<file path="src/rtl/fetch_unit_2w.sv">
// fetch_unit_2w: two-wide instruction fetch front end with a pair FIFO toward decode.
// Optional static JAL prediction is enabled by defining STATIC_JAL_PREDICT_EN.

module fetch_lane #(
  parameter int LANE = 0
) (
  input  logic [31:0] pc_base,
  output logic [31:0] pc
`ifdef STATIC_JAL_PREDICT_EN
  ,
  input  logic [31:0] instr,
  output logic        is_jal,
  output logic [31:0] target
`endif
);
  assign pc = pc_base + 32'(4 * LANE);

`ifdef STATIC_JAL_PREDICT_EN
  logic [31:0] imm;
  logic        unused_rd;

  // J-type immediate: imm[20|10:1|11|19:12], sign-extended, bit 0 zero
  assign imm       = {{12{instr[31]}}, instr[19:12], instr[20], instr[30:21], 1'b0};
  assign is_jal    = (instr[6:0] == 7'b1101111);
  assign target    = pc + imm;
  assign unused_rd = ^instr[11:7];
`endif
endmodule

module fetch_unit_2w #(
  parameter logic [31:0] P_RESET_PC = 32'h200,
  parameter int          P_DEPTH    = 4
) (
  input  logic        clk,
  input  logic        reset,
  output logic [31:0] fakepc1,
  output logic [31:0] fakepc2,
  input  logic [31:0] fakeinstr1,
  input  logic [31:0] fakeinstr2,
  input  logic        redirect_val,
  input  logic [31:0] redirect_pc,
  output logic [1:0]  dec_val,
  output logic [31:0] dec_pc0,
  output logic [31:0] dec_instr0,
  output logic [31:0] dec_pc1,
  output logic [31:0] dec_instr1,
  input  logic        dec_rdy
);
  localparam int NUM_LANES = 2;
  localparam int VEC_W     = 32;
  localparam int PTR_W     = (P_DEPTH > 1) ? $clog2(P_DEPTH) : 1;
  localparam int CNT_W     = PTR_W + 1;

  typedef struct packed {
    logic [VEC_W-1:0]                  pc;
    logic [NUM_LANES-1:0][VEC_W-1:0]   instr;
    logic [NUM_LANES-1:0]              mask;
  } fetch_ent_t;

  logic [VEC_W-1:0]                pc_q;
  logic [VEC_W-1:0]                pc_fetch_nxt;
  logic [NUM_LANES-1:0][VEC_W-1:0] lane_pc;
  logic [NUM_LANES-1:0][VEC_W-1:0] lane_instr;
  logic [NUM_LANES-1:0]            enq_mask;

  fetch_ent_t       fifo_q [P_DEPTH];
  fetch_ent_t       enq_ent;
  fetch_ent_t       head;
  logic [PTR_W-1:0] rd_ptr, wr_ptr;
  logic [CNT_W-1:0] cnt_q;
  logic             full, empty, enq, deq;
  logic             unused_lsb;

  assign lane_instr = {fakeinstr2, fakeinstr1};
  assign unused_lsb = ^redirect_pc[1:0];

`ifdef STATIC_JAL_PREDICT_EN
  logic [NUM_LANES-1:0]            lane_jal;
  logic [NUM_LANES-1:0][VEC_W-1:0] lane_tgt;
`endif

  for (genvar l = 0; l < NUM_LANES; l++) begin : g_lane
    fetch_lane #(.LANE(l)) u_lane (
      .pc_base (pc_q),
      .pc      (lane_pc[l])
`ifdef STATIC_JAL_PREDICT_EN
      ,
      .instr   (lane_instr[l]),
      .is_jal  (lane_jal[l]),
      .target  (lane_tgt[l])
`endif
    );
  end

  assign fakepc1 = lane_pc[0];
  assign fakepc2 = lane_pc[1];

  // Full is judged on the registered count, so a same-cycle pop never frees a slot
  assign full  = (cnt_q == CNT_W'(P_DEPTH));
  assign empty = (cnt_q == '0);
  assign enq   = !redirect_val && !full;
  assign deq   = !redirect_val && dec_rdy && !empty;

  always_comb begin
    enq_mask     = '1;
    pc_fetch_nxt = pc_q + 32'd8;
`ifdef STATIC_JAL_PREDICT_EN
    // A taken slot-0 JAL kills slot 1; a slot-1 JAL only steers the next PC
    if (lane_jal[0]) begin
      enq_mask     = 2'b01;
      pc_fetch_nxt = lane_tgt[0];
    end else if (lane_jal[1]) begin
      pc_fetch_nxt = lane_tgt[1];
    end
`endif
  end

  always_comb begin
    enq_ent       = '0;
    enq_ent.pc    = pc_q;
    enq_ent.instr = lane_instr;
    enq_ent.mask  = enq_mask;
  end

  always_ff @(posedge clk or posedge reset) begin
    if (reset) begin
      pc_q   <= P_RESET_PC;
      rd_ptr <= '0;
      wr_ptr <= '0;
      cnt_q  <= '0;
    end else if (redirect_val) begin
      pc_q   <= {redirect_pc[31:2], 2'b00};
      rd_ptr <= '0;
      wr_ptr <= '0;
      cnt_q  <= '0;
    end else begin
      if (enq) begin
        pc_q   <= pc_fetch_nxt;
        wr_ptr <= wr_ptr + PTR_W'(1);
      end
      if (deq) rd_ptr <= rd_ptr + PTR_W'(1);
      cnt_q <= cnt_q + CNT_W'(enq) - CNT_W'(deq);
    end
  end

  // Storage needs no reset: entries are only observed behind a nonzero count
  always_ff @(posedge clk) begin
    if (enq) fifo_q[wr_ptr] <= enq_ent;
  end

  assign head       = fifo_q[rd_ptr];
  assign dec_val    = empty ? 2'b00 : head.mask;
  assign dec_pc0    = head.pc;
  assign dec_pc1    = head.pc + 32'd4;
  assign dec_instr0 = head.instr[0];
  assign dec_instr1 = head.instr[1];
endmodule

</file>
<file path="config.mk">
export PLATFORM = sky130hd
export DESIGN_NAME = fetch_unit_2w
export DESIGN_NICKNAME = d
export VERILOG_FILES = /design/src/rtl/fetch_unit_2w.sv
export SDC_FILE = /design/constraint.sdc
export NUM_CORES = 1
export LEC_CHECK = 0
export BUFFER_PORTS_ARGS = -buffer_cell sky130_fd_sc_hd__buf_2
export CAP_MARGIN = 20
export CORE_ASPECT_RATIO = 0.9
export CORE_MARGIN = 5
export CORE_UTILIZATION = 55
export CTS_CLUSTER_DIAMETER = 120
export CTS_CLUSTER_SIZE = 16
export DETAILED_ROUTE_END_ITERATION = 10
export PLACE_DENSITY = 0.84
export RECOVER_POWER = 100
export SLEW_MARGIN = 5
export SYNTH_ARGS = -nofsm -noshare
export SYNTH_HDL_FRONTEND = slang
export SYNTH_SLANG_ARGS = --single-unit
</file>
<file path="constraint.sdc">
create_clock -name clk -period 5.8 [get_ports clk]
set_input_delay 0.58 -clock clk [delete_from_list [all_inputs] [get_ports clk]]
set_output_delay 0.58 -clock clk [all_outputs]
set_load 0.01 [all_outputs]
</file>
# After elaboration in Yosys (flattened, before gate mapping)
# Memory sizes are Yosys's and may differ from the RTL's.
# Cells that the tools add are included.
# totals
mem_bits_rw	384
out_inout_bits	194
word_cells	32
regBits	39
mem_count	1
in_bits	100
# op_classes
muxes	10
n_reduce_logical	9
n_eq_ne	1
addsub	7
# mem_list
name	depth	width	rd	rd_ports_with_merged_regs	wr	line_no	rtl
fifo_q	4	96	1	0	1	66	fetch_ent_t fifo_q [P_DEPTH];
# op_table
cell	count
adder 32 x 3 -> 32 bit (second input constant)	2
2-to-1 mux 32 bit	2
adder 32 x 4 -> 32 bit (second input constant)	1
2-to-1 mux 2 bit	5
adder 2 x 1 -> 2 bit (second input constant)	2
nonzero test 2 bit	2
adder 3 x 1 -> 3 bit	1
equality test 3 bit (second input constant)	1
logical AND 1 bit	3
zero test 1 bit	3
zero test 3 bit	1
2-to-1 mux 3 bit	1
subtractor 3 x 1 -> 3 bit	1
2-to-1 mux 1 bit	2

# Longest topological paths before layout
# depth
ltp_word	6
depth_mapped	11
ltp_nobuf	10

# Modules after synthesis
# Synthesis repeated with hierarchy kept, for this count alone.
# hier_totals
cells_unflattened	931
area_unflattened_um2	17242.8
# modules_own_cells
mod	instances	area_per_inst_um2	seq_area_each_um2	cells_per_inst
fetch_unit_2w	1	16422.0	12218.0	816
fetch_lane at g_lane[1].u_lane	1	580.6	0.0	83
fetch_lane at g_lane[0].u_lane	1	240.2	0.0	32

# Worst setup path before layout
# No wires, ideal clock.
# synth_timing
path_type	input port to flip-flop
start	input redirect_val
end	memory fifo_q[0][0] (netlist bit), enable pin
arrival_ns	3.297
n_path_buf	2
setup_time_ns	0.463
setup_slack_ns	2.040
t_required_ns	5.337
stages	4
path_cell_list	clkbuf_1 > clkbuf_1 > nor2_1 > and2_1
# synth_via
elab_chain_len	4
# synth_lines
item	line_no	rtl
from (decl)	40	input logic redirect_val,
zero test 1 bit	101	assign enq = !redirect_val && !full;
logical AND 1 bit	101	
2-to-1 mux 1 bit	148	if (enq) fifo_q[wr_ptr] <= enq_ent;
2-to-1 mux 1 bit (not written as such)	148	
to (decl)	66	
# No other way between the ends.

# Final worst setup path
# layout_timing
start	register rd_ptr[0]
end	output dec_instr0[30]
# layout_via
elab_chain_len	1
# layout_lines
item	line_no	rtl
from (decl)	69	logic [PTR_W-1:0] rd_ptr, wr_ptr;
from (signal assigned)	141	if (deq) rd_ptr <= rd_ptr + PTR_W'(1);
memory (4 x 96 bit)	--	
to (decl)	44	output logic [31:0] dec_instr0,
# No other way between the ends.

==> summary.md <==
| Metric | Value |
|---|---|
| Outcome | `complete, but fails checks` |
| Failing checks | `capacitance limit, slew limit` |
| Inst Count DP | `1534` |
| CTS root buf | `clkbuf_16` |
| H-tree levels | `1` |
| Hold crit path type | `in -> reg` |
| Met3 Use GR | `3.72%` |
| Yosys cell types | `36` |
| Initial antenna violation count | `1` |
| Bufs on Longest Clock Path | `3` |
| Crit-path max cell delay | `1.38 ns` |
| DRT iter0 DRCs | `772` |
| Share of cells above drive strength 1 | `15.3%` |
| Filler cells | `2199` |
| Tmin final | `4.34 ns` |
| Final cell area excluding filler cells | `18900 um^2` |
| Final HPWL DP | `22800 um` |
| Routing usage on met2 | `33.5%` |
| Power density over the cells | `438 nW/um^2` |
| Drc violations | `0` |
| Drt first pass iters | `6` |
| Largest net degree at the start of global routing | `70` |
| Kind of start point of the critical path | `flop` |
| Setup Skew | `0.0137 ns` |
| Final Max Tran Viols | `211` |
| CTS tree | `done` |
| Register area share after synthesis | `73.1%` |
| First-pass GRT wire length | `54300 um` |
| Synth Cell Area | `16700 um^2` |
| # Max-Cap Violations | `7` |
| Final core utilization | `63.2%` |
| Drt via density | `5.73` |
| Synthesis-stage register bit count | `413` |
| Layout net count | `1274` |
| Leak | `6.05 nW` |
| Setup violators final | `0` |
| Synth Flop Type | `edfxtp_1` |
| Worst EP required | `5.22 ns` |
| Post-CTS setup repair buffer count | `0` |
| Placed Instance Area | `18500 um^2` |
| Commonest cells post-synth | `edfxtp_1 (376), mux4_2 (94), nand2_1 (55)` |
| Critical path's top delay family | `buffers and inverters` |
| Post-DR wirelength/cell | `21.8 um` |
| Rows | `60` |
| Post_cts resized | `0` |
| Critical Path, Cell by Cell | `clkbuf_2, mux4_2, clkbuf_1` |
| Hold_buf cts | `0` |
| Maximum clock rate | `0.230 GHz` |
| GPL Wtd Cong | `0.896` |
| Final Hold Vio Count | `0` |
| WHS | `0.243 ns` |
| Asr flop ratio synth | `8.96%` |
| Clk sinks | `413` |
| Detailed-route via count | `9047` |
| Starting Density | `55.8%` |
| Crit path kind | `reg -> out` |
| Post-synth EDFFs | `376` |
| Syn. warnings | `0` |
| Kind of end point of the critical path | `primary output` |
| Core ar. | `30000 um^2` |
| Avg Synthesized Cell Area | `19.0 um^2` |
| Layout area overhead | `13.4%` |
| Port bufs | `283` |
| Critical Path AT | `3.76 ns` |
| Remaining antenna violation count | `0` |
| RSZ-0062 raised after global routing | `false` |
| Clock slew at the register clock pins of the worst setup and hold paths | `0.07 ns` |
| CP max stage cell | `clkbuf_2` |
| GRT Util Overall | `20.2%` |
| Worst-Skew Late Latency | `0.55 ns` |
| Die height | `175 um` |
| Global route hottest layer | `met2` |
| Worst-Margin Slew | `2.06 ns` |
| Slew headroom | `-37.6%` |
| Post-Syn Instances | `879` |
| Tcrit/Tclk final | `74.8%` |
| Yosys top cell by area | `edfxtp_1` |
| Met1 usage | `28.9%` |
| Non-filler cells, final | `1578` |
| Width of the die | `194 um` |
| WP buf/inv | `2` |
| Ports | `294` |
| CTS Buf Count | `29` |
| Routed WL | `34400 um` |
| Worst IR Drop VDD | `0.266 mV` |
| Top cells by area, synth | `edfxtp_1 (68%), mux4_2 (13%), dfrtp_1 (5.4%)` |
| Final TNS setup | `0 ns` |
| Crit Path Max Fanout | `46` |
| Grt total ovfl | `0` |
| Area share of the largest cell type after synthesis | `67.6%` |
| Die area | `34000 um^2` |
| Top-count cell post-synth | `edfxtp_1` |
| Vias in the first global route | `9378` |
[cells by family after synthesis]
group / after synthesis / share of synthesized area, %
muxes: 96 / 12.8
xor gates and xnor gates: 89 / 4.67
AOI/OAI and AO/OA: 30 / 0.899
and+or+nand+nor: 181 / 5.82
DFF: 413 / 73.1
buffers and inverters: 59 / 1.86
other: 1 / 0.0224
adders and majority gates: 10 / 0.794
[through the flow]
stage	total power [mW]	worst slack, ns
after detailed placement	6.71	2.04
after floorplan	5.75	2.04
after global routing	8.74	1.00
after CTS	8.51	1.44
after global placement	6.63	2.06
final	8.30	1.46
[placed cells by master, fill, tap and decap left out, drive strengths merged, types with 2 or more instances in the layout]
master	n
nand4	30
o21ai	30
clkbuf	291
nand2	55
dfrtp	36
nor4	7
conb	8
nor2b	2
and2	11
and4	5
nand3	26
nor2	20
ha	9
xor2	42
xnor2	47
mux4	94
nor3	8
inv	11
buf	44
and3	13
edfxtp	376
mux2i	2
[state kept, by name, summed over array words and instances, names as in the netlist]
register  cells
fifo_q      376
rd_ptr        2
pc_q         30
cnt_q         3
wr_ptr        2
[worst paths after layout]
| path | from | endpoint | slack, ns | cells past startpoint |
|---|---|---|---|---|
| setup / recovery | rd_ptr[0]$_DFFE_PP0P_ | dec_instr0[30] | 1.46 | 3 |
| hold / removal | redirect_pc[5] | pc_q[5]$_DFFE_PP0N_ | 0.24 | 3 |
| setup reg to reg | cnt_q[2]$_DFF_PP0_ | fifo_q[2][87]$_DFFE_PP_ | 1.73 | 5 |
| hold reg to reg | wr_ptr[1]$_DFFE_PP0N_ | wr_ptr[1]$_DFFE_PP0N_ | 0.62 | 2 |
| max in group asynchronous | reset | rd_ptr[1]$_DFFE_PP0P_ | 3.72 | 3 |
| min in group asynchronous | reset | pc_q[4]$_DFFE_PP0N_ | 0.71 | 3 |
[layout make-up]
class	count	area, um^2	share of cell area [%]
Antenna cell	1	2.50	0.0132
Clock buffer	39	763	4.03
Clock inverter	2	13.8	0.0727
Inverter	10	37.5	0.198
Multi-Input combinational cell	414	4200	22.2
Sequential cell	413	12200	64.5
Tap cell	403	504	2.66
Timing Repair Buffer	296	1200	6.33
[tightest hold or removal path, stage by stage]
cell,delay (ns)
buf_2,0.07
nand2_1,0.04
o21ai_0,0.06
[report_power, final]
part           switching [mW]  total, mW  internal [mW]
Combinational            1.46       2.44          0.978
Clock                   0.894       1.80          0.909
Sequential              0.236       4.05           3.82
Total                    2.59       8.30           5.70
[layer usage]
layer | vias up | share of wire, %
met2 | 393 | 50
met3 | 48 | 7.3
met4 | 2 | 1.9
met1 | 4588 | 41
li1 | 4016 | -
met5 | - | 0.041
Note: power is estimated with default switching activity, not from simulation.
